**src/rtl/pulse_capture_pkg.sv**
```systemverilog
// Shared definitions for the pulse capture bank: channel FSM encoding,
// readback select base and status word layout.
package pulse_capture_pkg;

    typedef enum logic [1:0] {
        ST_IDLE  = 2'd0,
        ST_ARMED = 2'd1,
        ST_HIGH  = 2'd2
    } cap_state_t;

    localparam logic [4:0] SEL_BASE  = 5'b10000;
    localparam int         VALID_LSB = 0;
    localparam int         OVF_LSB   = 16;

    // True when a select code addresses one of the nch capture channels.
    function automatic logic sel_in_range(input logic [4:0] code, input int nch);
        logic [4:0] offs;
        offs = code - SEL_BASE;
        return (code >= SEL_BASE) && (int'(offs) < nch);
    endfunction

endpackage

```
**src/rtl/pulse_capture_measure.sv**
```systemverilog
// One capture channel: input synchronizer, edge detect, IDLE/ARMED/HIGH FSM,
// saturating counter and latched delay/width results.
module pulse_measure
    import pulse_capture_pkg::*;
#(
    parameter int CNT_W       = 32,
    parameter int SYNC_STAGES = 2
) (
    input  logic             clk,
    input  logic             reset,
    input  logic             start,
    input  logic             pulse_in,
    input  logic             en,
    input  logic             pol,
    output logic [CNT_W-1:0] delay_res,
    output logic [CNT_W-1:0] width_res,
    output logic             done,
    output logic             done_ovf
);

    localparam logic [CNT_W-1:0] CNT_ONE = {{(CNT_W-1){1'b0}}, 1'b1};

    logic [SYNC_STAGES-1:0] sync_reg;
    logic                   s, s_d_reg, rise, fall;
    cap_state_t             state_reg, state_next;
    logic [CNT_W-1:0]       cnt_reg, cnt_next, cnt_inc;
    logic [CNT_W-1:0]       pend_reg, pend_next;
    logic [CNT_W-1:0]       delay_reg, delay_next, width_reg, width_next;
    logic                   sat_reg, sat_next, cnt_max;

    assign s       = sync_reg[SYNC_STAGES-1] ^ pol;
    assign rise    = s & ~s_d_reg;
    assign fall    = ~s & s_d_reg;
    assign cnt_max = &cnt_reg;
    assign cnt_inc = cnt_max ? cnt_reg : cnt_reg + CNT_ONE;

    always_ff @(posedge clk) begin
        if (reset) begin
            sync_reg  <= '0;
            s_d_reg   <= 1'b0;
            state_reg <= ST_IDLE;
            cnt_reg   <= '0;
            pend_reg  <= '0;
            delay_reg <= '0;
            width_reg <= '0;
            sat_reg   <= 1'b0;
        end else begin
            sync_reg  <= {sync_reg[SYNC_STAGES-2:0], pulse_in};
            s_d_reg   <= s;
            state_reg <= state_next;
            cnt_reg   <= cnt_next;
            pend_reg  <= pend_next;
            delay_reg <= delay_next;
            width_reg <= width_next;
            sat_reg   <= sat_next;
        end
    end

    // Saturation is flagged only when an increment is lost at all-ones.
    always_comb begin
        state_next = state_reg;
        cnt_next   = cnt_reg;
        pend_next  = pend_reg;
        delay_next = delay_reg;
        width_next = width_reg;
        sat_next   = sat_reg;
        done       = 1'b0;
        done_ovf   = 1'b0;
        if (!en) begin
            state_next = ST_IDLE;
        end else begin
            case (state_reg)
                ST_IDLE: begin
                    if (start) begin
                        state_next = ST_ARMED;
                        cnt_next   = '0;
                        sat_next   = 1'b0;
                    end
                end
                ST_ARMED: begin
                    if (start) begin
                        cnt_next = '0;
                        sat_next = 1'b0;
                    end else if (rise) begin
                        state_next = ST_HIGH;
                        pend_next  = cnt_inc;
                        sat_next   = sat_reg | cnt_max;
                        cnt_next   = CNT_ONE;
                    end else begin
                        cnt_next = cnt_inc;
                        sat_next = sat_reg | cnt_max;
                    end
                end
                ST_HIGH: begin
                    if (fall) begin
                        state_next = ST_IDLE;
                        delay_next = pend_reg;
                        width_next = cnt_reg;
                        done       = 1'b1;
                        done_ovf   = sat_reg;
                    end else if (s) begin
                        cnt_next = cnt_inc;
                        sat_next = sat_reg | cnt_max;
                    end
                end
                default: state_next = ST_IDLE;
            endcase
        end
    end

    assign delay_res = delay_reg;
    assign width_res = width_reg;

endmodule

```
**src/rtl/pulse_capture.sv**
```systemverilog
// Bank of NCH pulse capture channels with valid/overflow bookkeeping,
// select-register readback, status word and interrupt.
module pulse_capture
    import pulse_capture_pkg::*;
#(
    parameter int NCH         = 14,
    parameter int CNT_W       = 32,
    parameter int SYNC_STAGES = 2
) (
    input  logic             clk,
    input  logic             reset,
    input  logic [NCH-1:0]   start,
    input  logic [NCH-1:0]   pulse_in,
    input  logic [31:0]      CaptureEnables_reg,
    input  logic [31:0]      CapturePolarity_reg,
    input  logic [31:0]      CaptureSelect_reg,
    input  logic [31:0]      CaptureClear_reg,
    output logic [CNT_W-1:0] CaptureDelay_reg,
    output logic [CNT_W-1:0] CaptureWidth_reg,
    output logic [31:0]      CaptureStatus_reg,
    output logic             capture_irq
);

    logic [CNT_W-1:0] delay_res [NCH];
    logic [CNT_W-1:0] width_res [NCH];
    logic [NCH-1:0]   done, done_ovf;
    logic [NCH-1:0]   valid_reg, valid_next, ovf_reg, ovf_next;
    logic [31:0]      status_next;
    logic [4:0]       sel_offs;
    logic [3:0]       sel_idx;
    logic             sel_hit;
    logic             unused_bits;

    // A completion in the same cycle as a clear takes precedence.
    generate
        for (genvar gi = 0; gi < NCH; gi++) begin : g_ch
            pulse_measure #(
                .CNT_W       (CNT_W),
                .SYNC_STAGES (SYNC_STAGES)
            ) u_measure (
                .clk       (clk),
                .reset     (reset),
                .start     (start[gi]),
                .pulse_in  (pulse_in[gi]),
                .en        (CaptureEnables_reg[gi]),
                .pol       (CapturePolarity_reg[gi]),
                .delay_res (delay_res[gi]),
                .width_res (width_res[gi]),
                .done      (done[gi]),
                .done_ovf  (done_ovf[gi])
            );
            assign valid_next[gi] = done[gi] | (valid_reg[gi] & ~CaptureClear_reg[gi]);
            assign ovf_next[gi]   = (done[gi] & done_ovf[gi]) | (ovf_reg[gi] & ~CaptureClear_reg[gi]);
        end
    endgenerate

    assign sel_offs = CaptureSelect_reg[4:0] - SEL_BASE;
    assign sel_idx  = sel_offs[3:0];
    assign sel_hit  = sel_in_range(CaptureSelect_reg[4:0], NCH);

    always_comb begin
        status_next                    = '0;
        status_next[VALID_LSB +: NCH]  = valid_reg;
        status_next[OVF_LSB +: NCH]    = ovf_reg;
    end

    always_ff @(posedge clk) begin
        if (reset) begin
            valid_reg         <= '0;
            ovf_reg           <= '0;
            CaptureDelay_reg  <= '0;
            CaptureWidth_reg  <= '0;
            CaptureStatus_reg <= '0;
            capture_irq       <= 1'b0;
        end else begin
            valid_reg         <= valid_next;
            ovf_reg           <= ovf_next;
            CaptureStatus_reg <= status_next;
            capture_irq       <= |(valid_reg & CaptureEnables_reg[NCH-1:0]);
            if (sel_hit) begin
                CaptureDelay_reg <= delay_res[sel_idx];
                CaptureWidth_reg <= width_res[sel_idx];
            end
        end
    end

    assign unused_bits = ^{CaptureEnables_reg[31:NCH], CapturePolarity_reg[31:NCH],
                           CaptureClear_reg[31:NCH], CaptureSelect_reg[31:5], sel_offs[4]};

endmodule

```
**config.mk**
```make
export PLATFORM = sky130hd
export DESIGN_NAME = pulse_capture
export DESIGN_NICKNAME = d
export VERILOG_FILES = /design/src/rtl/pulse_capture_pkg.sv /design/src/rtl/pulse_capture_measure.sv /design/src/rtl/pulse_capture.sv
export SDC_FILE = /design/constraint.sdc
export NUM_CORES = 2
export LEC_CHECK = 0
export BUFFER_PORTS_ARGS = -buffer_cell sky130_fd_sc_hd__buf_2
export CAP_MARGIN = 20
export CORE_MARGIN = 2
export CORE_UTILIZATION = 40
export DETAILED_ROUTE_END_ITERATION = 16
export PLACE_DENSITY_LB_ADDON = 0.15
export SLEW_MARGIN = 25
export SYNTH_ARGS = -nofsm -noshare
export SYNTH_HDL_FRONTEND = slang
export SYNTH_SLANG_ARGS = --single-unit
```
**constraint.sdc**
```tcl
create_clock -name clk -period 6.04 [get_ports clk]
set_input_delay 1.51 -clock clk [delete_from_list [all_inputs] [get_ports clk]]
set_output_delay 1.51 -clock clk [all_outputs]
set_load 0.05 [all_outputs]
```
; ---- After elaboration in Yosys (flattened, before gate mapping)
; Index checks and enable logic that the tools add are counted.
[totals]
regBits = 2001
[classes]
n_bitwise = 198
order_cmp = 3
mux = 328
addsub = 15
eq_ne = 112
reduce_logical = 114
[op_table]
columns = operator, count
row1 = two-way mux 32 bit, 88
row2 = case mux 32 bit (3 select lines), 14
row3 = "adder 32 x 1 -> 32 bit, second input constant", 14
row4 = AND reduction 32 bit, 14
row5 = binary-select mux 32 bit (select 4 bit), 2
row6 = two-way mux 1 bit, 140
row7 = two-way mux 2 bit, 56
row8 = AND reduction 4 bit, 28
row9 = "inequality test 2 x 1 -> 1 bit, second input constant", 42
row10 = "inequality test 2 bit, second input constant", 42
row11 = case mux 2 bit (3 select lines), 14
row12 = bitwise AND 1 bit, 70
row13 = inverter 1 bit, 70
row14 = AND reduction 5 bit, 14
row15 = OR 1 bit, 42
row16 = case mux 1 bit (3 select lines), 14
row17 = AND reduction 3 bit, 14
row18 = nonzero test 3 bit, 14
row19 = "equality test 2 x 1 -> 1 bit, second input constant", 14
row20 = "equality test 2 bit, second input constant", 14
row21 = logical NOT 2 bit, 14
row22 = OR reduction 2 bit, 14
row23 = bitwise AND 14 bit, 1
row24 = OR reduction 14 bit, 1
row25 = 6 further kinds, 20

; ---- Longest topological paths before layout
[depth]
depth_word = 8
depth_mapped = 11
ltp_nobuf = 8

; ---- Cells and area by module
; Synthesis repeated with hierarchy kept, for this count alone.
[unflattened]
cells_unflattened = 11540
hier_area_um2 = 95210.1
[modules_own_cells]
columns = module, area_each_um2, seq_area_each_um2, n_inst, cells_per_inst
row1 = pulse_measure at g_ch[10].u_measure ..., 6029.5, 2682.6, 6, 749
row2 = pulse_measure at g_ch[3].u_measure ..., 6139.6, 2682.6, 4, 752
row3 = pulse_measure at g_ch[7].u_measure ..., 5974.5, 2682.6, 3, 745
row4 = pulse_capture, 10695.3, 2422.3, 1, 1072
row5 = pulse_measure at g_ch[0].u_measure, 5855.6, 2682.6, 1, 731

; ---- Worst setup path before layout
; Ideal clock, no wire load.
[synth_path]
path_type = input to register
from = in CaptureSelect_reg[0]
to = reg CaptureDelay_reg[0]
t_arrival_ns = 3.328
cell_stages = 8
slack_ns = 2.584
t_required_ns = 5.912
cell_sequence = clkbuf_1 > buf_2 > buf_1 > mux4_2 > mux2i_1 > nor2_1 > a21oi_1 > o21ai_0
[synth_between]
elab_chain_cells = 5
elab_cells_between_ends = 8
classes_between = add/sub: 1 / order compare: 2 / mux: 3 / bitwise: 1 / reduce/logical: 1
[synth_rtl]
columns = element, line
row1 = from (decl), pulse_capture.sv:16  ; input logic [31:0] CaptureSelect_reg,
row2 = subtractor 5 bit, pulse_capture_pkg.sv:18  ; offs = code - SEL_BASE;
row3 = inverter 4 -> 5 bit (implied by the code), pulse_capture.sv:81  ; CaptureDelay_reg <= delay_res[sel_idx];
row4 = binary-select mux 32 bit (select 4 bit), pulse_capture.sv:81
row5 = two-way mux 32 bit (implied by the code) (2 in a row), pulse_capture.sv:81
row6 = to (signal assigned), pulse_capture.sv:81
row7 = to (decl), pulse_capture.sv:18  ; output logic [CNT_W-1:0] CaptureDelay_reg,
; Parallel ways exist; a longest one is shown, timed or not. The select of a mux whose other input is x is not followed.
; A chain may end at the register's enable or synchronous reset.

; ---- Final worst setup path
[layout_path]
from = reg g_ch[10].u_measure.cnt_reg[2]
to = reg g_ch[10].u_measure.pend_reg[9]
[layout_between]
elab_chain_cells = 2
elab_cells_between_ends = 3
classes_between = add/sub: 1 / mux: 1 / reduce/logical: 1
[layout_rtl]
columns = element, line
row1 = from (decl), pulse_capture_measure.sv:26  ; logic [CNT_W-1:0] cnt_reg, cnt_next, cnt_inc;
row2 = from (signal assigned), pulse_capture_measure.sv:51  ; cnt_reg <= cnt_next;
row3 = adder 32 x 1 -> 32 bit / AND reduction 32 bit (equally long branches), "pulse_capture_measure.sv:35, pulse_capture_measure.sv:34"
row4 = two-way mux 32 bit (*), pulse_capture_measure.sv:35  ; assign cnt_inc = cnt_max ? cnt_reg : cnt_reg + CNT_ONE;
row5 = to (signal assigned), pulse_capture_measure.sv:52  ; pend_reg <= pend_next;
row6 = to (decl), pulse_capture_measure.sv:27  ; logic [CNT_W-1:0] pend_reg, pend_next;
; Every way passes the cells marked *; elsewhere a longest branch is shown, timed or not.

==> metrics <==
Req. time, crit path=6.76 ns; Worst setup EP type=register; Tmin final=3.58 ns; gr ovfl total=0; full die area=232000 um^2; RSZ-0062 raised after global routing=false; FF+latch area=40000 um^2; WL final=334 mm; Crit Path Max Fanout=11; type of origin of the critical path=register; worst hold-check path type=reg2reg; multi-input combinational cell area=46900 um^2; design internal power=0.0219 W; drt drc=0; Reg power frac=46.7%; Slew HR=22.7%; slowest stage delay, CP=0.94 ns; Setup-failing EPs final=0; CP cell instances=nand4_2, nor4_2, a31oi_1, nand2_1, xor2_1, a211oi_1; Hold EP=g_ch[0].u_measure.delay_res[20]; initial antenna violation count=17; hold path cells=2; Comb pwr share=3.3%; Max VDD drop=253 uV; fillers=22600; GRT Overall Usage=28.0%; DPL Wire Length=242 mm; Root Driver=clkbuf_16; clock slew at reported path FFs=0.07 ns; CP Class=reg2reg; Worst Skew=0.0386 ns; TritonRoute pass-1 iters=8; GP Congestion=0.939; clock buffer depth=3; number of global-route vias before repair=72800; starting density of the core=40.2%; hold-fix buffers at CTS=0; share of cells above drive strength 1=9.41%; HP Start=g_ch[0].u_measure.pend_reg[20]; fin nets=10900; I/O Pins=255; Reg-to-Reg Start=g_ch[10].u_measure.cnt_reg[2]; top cells by count, synth=nand2_1 (2385), dfxtp_1 (1997), a21oi_1 (1346); flops & latches, synth=1997; number of post-CTS setup repair buffers=0; Clock Sinks=1997; largest net degree at the start of global routing=153; post-CTS resize count=0; r2r setup slk=2.46 ns; Pwr per Cell Area=281 nW/um^2; Leakage=32.0 nW; Seq/Total Area, Yosys=43.9%; r2r worst-path depth=6; run status=finished clean; synth-to-layout area growth=11.0%; Synth top area share=43.9%; die width=481 um; r2r endpoint=g_ch[10].u_measure.pend_reg[9]; routed vias=79600; Switching Fraction=23.1%; Period Utilization, post-route=59.3%; number of enable flip-flop cells after synthesis=0; final slew viol count=0; dpl ws=1.66 ns; Die Y-Extent=481 um; clock network fraction of design power=50.0%; routed len/inst=24.1 um; worst slew pin tran=1.15 ns; leading area contributor after synthesis=dfxtp_1; core area=227000 um^2; Post-Synthesis Cells=11100; post-route antenna net violation count=0; htree depth=4; Slowest-stage cell, CP=nor4_2; mean post-synth cell area=8.23 um^2; Hold Violations, Final=0; Max Clk Rate=0.279 GHz; Final WS setup=2.46 ns; CTS tree=done; Max Cap Viol=0; global-route wire length before repair=489 mm; Skew-Pair Late Insertion Delay=0.88 ns; crit path DAT=4.31 ns; Post-synth ARST share=0%; row cnt=175; Initial DRC Count=7879; number of buffers created by CTS=219; Primary FF master, synth=dfxtp_1; Via-to-Cell Ratio=5.73; count leader, synth=nand2_1; Mapped Area=91100 um^2; Area contributors post-synth=dfxtp_1 (44%), nand2_1 (9.8%), a21oi_1 (7.4%); PortBufs=169; distinct cell type count after synthesis=102; total negative slack=0 ns; sw power=0.00657 W; synth warn=0
## layout by cell type, fill, tap and decap left out, types with 20 or more instances in the layout
cell and instances:
nor2b_1 114, a21oi_1 1345, nand2b_1 71, o211ai_1 29, and2_1 44, and4_1 73
a31oi_1 240, nand2_1 2385, a41oi_1 36, inv_1 206, o21a_1 32, clkbuf_16 221
o21ai_0 400, dfxtp_1 1997, o22ai_1 74, buf_4 106, mux2i_1 158, nand4_1 162
a311oi_1 31, xnor2_1 234, nor4_1 39, nor2_1 725, and3_1 110, or4_1 20
xor2_1 146, a211oi_1 363, buf_2 164, o21ai_1 23, bufinv_16 25, mux4_2 192
clkinv_2 42, ha_1 70, o31ai_1 65, nor3_1 114, clkbuf_1 46, or3_1 97
clkbuf_8 47, nand3_1 233
## power groups by stage
stage | clock network (W) | registers, W | logic [W]
detailed placement | 0 | 0.0136 | 0.000941
global placement | 0 | 0.0136 | 0.000927
global route | 0.0150 | 0.0133 | 0.00102
floorplan | 0 | 0.0136 | 0.000644
CTS | 0.0144 | 0.0133 | 0.000943
finish | 0.0142 | 0.0133 | 0.000946
## through the flow
stage          total power (W)  area [um^2]  hold WS, ns  utilization, %  std cells
2_1_floorplan           0.0142        91100        0.414               -      11100
3_3_place_gp            0.0145        93400        0.418            41.2      13500
3_5_place_dp            0.0145        93400        0.423            41.2      13500
4_1_cts                 0.0286       101000        0.433            44.5      13900
5_1_grt                 0.0293       101000        0.449            44.6      13900
6_report                0.0285       101000        0.434            44.6      13900
## worst max-delay path, delay by kind of cell, from the launching register on
kind	cells	cell delay [ns]
AOI/OAI and AO/OA	2	0.73
xor gates and xnor gates	1	0.38
DFF	1	0.69
and+or+nand+nor	3	1.61
## cells by family after synthesis
kind of cell | count (synthesis) | share of synthesized area (%)
AOI/OAI and AO/OA | 2810 | 18.5
xor gates and xnor gates | 381 | 3.66
adders and majority gates | 70 | 0.961
buffers and inverters | 1118 | 4.87
DFF | 1997 | 43.9
muxes | 350 | 6.48
other | 1 | 0.00412
and+or+nand+nor | 4345 | 21.6
## worst max-delay path by stage
| stage | to | slack, ns | start |
|---|---|---|---|
| floorplan | CaptureDelay_reg[0] | 2.58 | CaptureSelect_reg[0] |
| global placement | g_ch[11].u_measure.cnt_reg[22] | 1.58 | CapturePolarity_reg[11] |
| detailed placement | g_ch[5].u_measure.cnt_reg[13] | 1.66 | CapturePolarity_reg[5] |
| CTS | g_ch[5].u_measure.cnt_reg[21] | 2.59 | CapturePolarity_reg[5] |
| global route | g_ch[11].u_measure.cnt_reg[21] | 2.29 | CapturePolarity_reg[11] |
| finish | g_ch[10].u_measure.pend_reg[9] | 2.46 | g_ch[10].u_measure.cnt_reg[2] |
## metal layers
| metal | track usage (%) | routed length, um |
|---|---|---|
| met1 | 38.0 | 146000 |
| met2 | 43.4 | 149000 |
| met3 | 3.91 | 20200 |
| met4 | 14.1 | 19200 |
| met5 | 0 | 31 |
## cell type report
class	instances	share of cell area, %
Multi-Input combinational cell	7960	46.4
Sequential cell	1997	39.5
Clock buffer	314	6.28
Tap cell	3009	3.72
Timing Repair Buffer	294	2.05
Clock inverter	94	1.25
Inverter	207	0.771
Antenna cell	5	0.0124
Power figures use the tool's default switching activity.
